<file path="src/rtl/io_input_conditioner.sv">
// Input pin conditioner: per-bit synchronizer chain plus optional debounce.
// Define IO_INPUT_DEBOUNCE_EN to include the per-bit debounce counters.
module io_input_conditioner #(
  parameter int WIDTH           = 4,
  parameter int SYNC_STAGES     = 2,
  parameter int DEBOUNCE_CYCLES = 16
) (
  input  logic             clk,
  input  logic             reset,
  input  logic [WIDTH-1:0] in_pins,
  output logic [WIDTH-1:0] out_port,
  output logic [WIDTH-1:0] out_changed
);

  if (SYNC_STAGES < 2 || DEBOUNCE_CYCLES < 1) begin : g_param_check
    $error("io_input_conditioner: SYNC_STAGES must be >= 2 and DEBOUNCE_CYCLES >= 1");
  end

  logic [SYNC_STAGES-1:0][WIDTH-1:0] sync_q;
  logic [WIDTH-1:0]                  s;
  logic [WIDTH-1:0]                  out_q, out_d;
  logic [WIDTH-1:0]                  chg_q, chg_d;

  always_ff @(posedge clk or posedge reset) begin
    if (reset) begin
      sync_q <= '0;
    end else begin
      sync_q <= {sync_q[SYNC_STAGES-2:0], in_pins};
    end
  end

  assign s = sync_q[SYNC_STAGES-1];

`ifdef IO_INPUT_DEBOUNCE_EN
  localparam int CW = $clog2(DEBOUNCE_CYCLES + 1);
  localparam logic [CW-1:0] TERM = CW'(DEBOUNCE_CYCLES - 1);

  logic [WIDTH-1:0][CW-1:0] cnt_q, cnt_d;

  // Any cycle where the synchronized bit agrees with the accepted value
  // discards all progress, so a bit flips only after an unbroken run.
  always_comb begin
    out_d = out_q;
    chg_d = '0;
    cnt_d = '0;
    for (int b = 0; b < WIDTH; b++) begin
      if (s[b] != out_q[b]) begin
        if (cnt_q[b] == TERM) begin
          out_d[b] = ~out_q[b];
          chg_d[b] = 1'b1;
        end else begin
          cnt_d[b] = cnt_q[b] + 1'b1;
        end
      end
    end
  end

  always_ff @(posedge clk or posedge reset) begin
    if (reset) begin
      cnt_q <= '0;
    end else begin
      cnt_q <= cnt_d;
    end
  end
`else
  always_comb begin
    out_d = s;
    chg_d = s ^ out_q;
  end
`endif

  always_ff @(posedge clk or posedge reset) begin
    if (reset) begin
      out_q <= '0;
      chg_q <= '0;
    end else begin
      out_q <= out_d;
      chg_q <= chg_d;
    end
  end

  assign out_port    = out_q;
  assign out_changed = chg_q;

endmodule
</file>
<file path="config.mk">
export PLATFORM = sky130hd
export DESIGN_NAME = io_input_conditioner
export DESIGN_NICKNAME = d
export VERILOG_FILES = /design/src/rtl/io_input_conditioner.sv
export SDC_FILE = /design/constraint.sdc
export NUM_CORES = 1
export LEC_CHECK = 0
export ABC_AREA = 1
export BUFFER_PORTS_ARGS = -buffer_cell sky130_fd_sc_hd__buf_4
export CORE_AREA = 2 2 39 41
export DETAILED_ROUTE_END_ITERATION = 16
export DIE_AREA = 0 0 41 43
export MAX_ROUTING_LAYER = met4
export PLACE_DENSITY = 0.64
export SLEW_MARGIN = 30
export SYNTH_ARGS = -nofsm -noshare
export SYNTH_HDL_FRONTEND = slang
export SYNTH_SLANG_ARGS = --single-unit
</file>
<file path="constraint.sdc">
create_clock -name clk -period 0.8 [get_ports clk]
set_input_delay 0.08 -clock clk [delete_from_list [all_inputs] [get_ports clk]]
set_output_delay 0.08 -clock clk [all_outputs]
set_load 0.05 [all_outputs]
</file>
* Word level (Yosys, flattened, before mapping)
Cells that the tools add are included.
Storage, ports and cells: flip-flop bits (word level) 16, bits of input ports 6, output and inout bits 8
Cells by class: bitwise operators 1
Operator list (count):
- bitwise XOR 4 bit | 1

* Depth between registers and ports, before layout
depth after elaboration 1, mapped depth 3, mapped depth without buffers 3

* Least setup slack after synthesis
No wires, ideal clock.
kind flip-flop to flip-flop, start point reg out_q[0] (netlist: out_port[0]), end point reg chg_q[0] (netlist: out_changed[0]), setup time 0.118 ns, arrival time 0.791 ns, data required time 0.682 ns, slack -0.109 ns, stages on the path, launching flop included 4, buffers on the path 0, cell sequence dfrtp_1 > inv_1 > nand2_1 > nand2_1
On the way: longest elaborated chain between the ends 1
Ends and longest elaborated chain:
- start, declared | RTL line 21 | logic [WIDTH-1:0] out_q, out_d;
- start signal, assigned | RTL line 77 | out_q <= out_d;
- bitwise XOR 4 bit | RTL line 68 | chg_d = s ^ out_q;
- named net chg_d[0] | RTL line 22 | logic [WIDTH-1:0] chg_q, chg_d;
- end signal, assigned | RTL line 78 | chg_q <= chg_d;
- end, declared | RTL line 22
The timed path passes the listed nets, and every way through them passes these cells.

* Final worst setup path
start point reg out_q[1] (netlist: out_port[1]), end point out out_port[1]
RTL lines:
- end, declared | RTL line 11 | output logic [WIDTH-1:0] out_port,
No word-level cell between the ends.

==> results.ini <==
[status]
status=finished with violations
violations=setup timing

[critical_path]
crit_chain=buf_6
cpMaxStageDelayCell=dfrtp_2
worstSetupPathType=reg -> out
crit_family=flip-flops
critPathCaptureType=output port
cp.arrival_ps=850
start_kind=flip-flop
cp_max_fo=3
crit_buf_inv=1
crit_path_max_incr_delay_ps=420
crit_required_ps=720

[flow_run]
drv_cap=0

[logic_synthesis]
avgSynthCellArea_um2=13.0
synth_area_leaders=dfrtp_1 (84%), nand2_1 (9.4%), inv_1 (7.0%)
ys_seq_area_frac=0.836
syn_area_um2=479
netlist-cell-type-count=3
ys.warnings.count=0
ys_seq_elements=16
synth_nets=43
syn_inst=37
yosysTopAreaCellShare=0.836
netlist.top_cell.by_area=dfrtp_1

[timing]
tns_ps=-773
tightest_slew_ps=193
drv_slew=0
rsz0062_at_grt=true
fmax_mhz=1080
fin_crit_ps=928
setup_ws_ps=-128
fin_skew_ps=0.419
relSlewSlack=0.872
hold_viol=0
setup_violations=8
timing.final.crit_share=1.16

[layout]
layout-drive-gt1-share=0.452
n_fill_cell=131
stdcell_count=78
area_growth_pct=54.8
nets=70
n_antenna_cell=0
most-common-layout-cells=dfrtp_1 (12), nand2_1 (9), buf_4 (9), inv_1 (8), buf_6 (8)
layout_commonest_cell=dfrtp_1
finish.utilization=0.536

[drt]
routed-via-count=311
drc=0
drt-wirelength-per-cell_um=8.17
drt-initial-drc-count=4
drt_pass1_iterations=4
totalWireLength_um=637
vias_per_cell=3.99
ant_nets=0

[power_and_ir_drop]
ir_drop_uv=1000
switchingPower_uw=378
p_leak_nw=0.393
sw_frac_of_total=0.250
internal_power_mw=1.13
p_seq_frac=0.582
p_per_area_nw_per_um2=2040
pwr-share-clk=0.254
comb_power_share=0.163

[grt]
grtUsageTotal=0.104
grt_overflow=0
grt_start_max_net_pins=17
grt_pass1_wl_um=1130
grt_pass1_vias=307
antenna_found_initial=0

[clock_tree]
cts_sinks=16
numCtsBuffers=3
htreeDepth=1
clock-root-buffer=clkbuf_4
cts_tree=yes
clockBufferDepth=2
insertion_delay_ps=270
clk_pin_slew_ps=80

[floorplan]
dieHeight_um=43
core_um2=1380
ioPinCount=14
dieWidth_um=41
start_util=0.346
rows=14
dieArea_um2=1760

[placement]
hpwl_um=442
numPlacedInstances=67
gp_congestion=0.587
numPortBuffers=13

[worst_hold_path]
worstHoldPathType=reg -> reg

-- kinds of logic (layout without fill, tap and decap cells) --
logic type,after synthesis,after routing,synth area share
DFF,16,16,0.836
and+or+nand+nor,12,12,0.0940
buffers and inverters,9,34,0.0705
-- metrics by stage --
step                power (mW)  cell area, um^2  setup slack [ps]  hold slack [ps]
global placement          1.08              609               146              101
floorplan                 1.02              484              25.5            -6.53
CTS                       1.54              734              -144              349
global route              1.59              742              -155              357
detailed placement        1.09              609               135              101
finish                    1.51              742              -128              352
-- Yosys cell counts, drive strengths merged --
master	n
inv	9
nand2	12
dfrtp	16
-- routing by layer --
| metal | vias to the layer above | routed length (um) | global-route usage |
|---|---|---|---|
| li1 | 154 | - | - |
| met1 | 145 | 248 | 0.0972 |
| met2 | 12 | 353 | 0.166 |
| met3 | 0 | 35 | 0.0314 |
| met4 | 0 | 0 | 0.0800 |
| met5 | - | 0 | - |
-- path summary, 6_finish.rpt --
check                            start             end  slack [ps]  depth (start not counted)
max in group asynchronous        reset     out_port[3]         250                          4
min in group asynchronous        reset       sync_q[0]         360                          4
max                        out_port[1]     out_port[1]        -130                          1
max reg2reg                out_port[2]  out_changed[2]          50                          3
min reg2reg                  sync_q[0]        out_d[0]         350                          0
min                          sync_q[0]        out_d[0]         350                          0
-- power groups by stage --
| stage | clock network [mW] | logic [mW] | registers, mW |
|---|---|---|---|
| after floorplan | 0 | 0.0319 | 0.984 |
| after global placement | 0 | 0.194 | 0.890 |
| after detailed placement | 0 | 0.197 | 0.894 |
| after CTS | 0.410 | 0.246 | 0.881 |
| after global routing | 0.443 | 0.266 | 0.886 |
| final | 0.385 | 0.247 | 0.880 |
-- repair_timing --
item,4_1_cts,5_1_grt
pin swaps,0,1
endpoints found under the setup margin,8,9
buffers inserted,3,0
gates resized for setup,8,4
hold buffers,5,0
hold endpoints to repair,20,0
-- flip-flops by register name, summed over array words and instances, names as in the netlist --
register / flops
out_changed: 4
out_d: 4
out_port: 4
sync_q: 4
-- final cells by class --
type | count | area [um^2] | area share
Clock buffer | 3 | 22.5 | 0.0304
Inverter | 9 | 33.8 | 0.0455
Multi-Input combinational cell | 12 | 52.6 | 0.0708
Sequential cell | 16 | 405 | 0.546
Tap cell | 16 | 20.0 | 0.0270
Timing Repair Buffer | 22 | 208 | 0.280
Note: power is estimated with default switching activity, not from simulation.
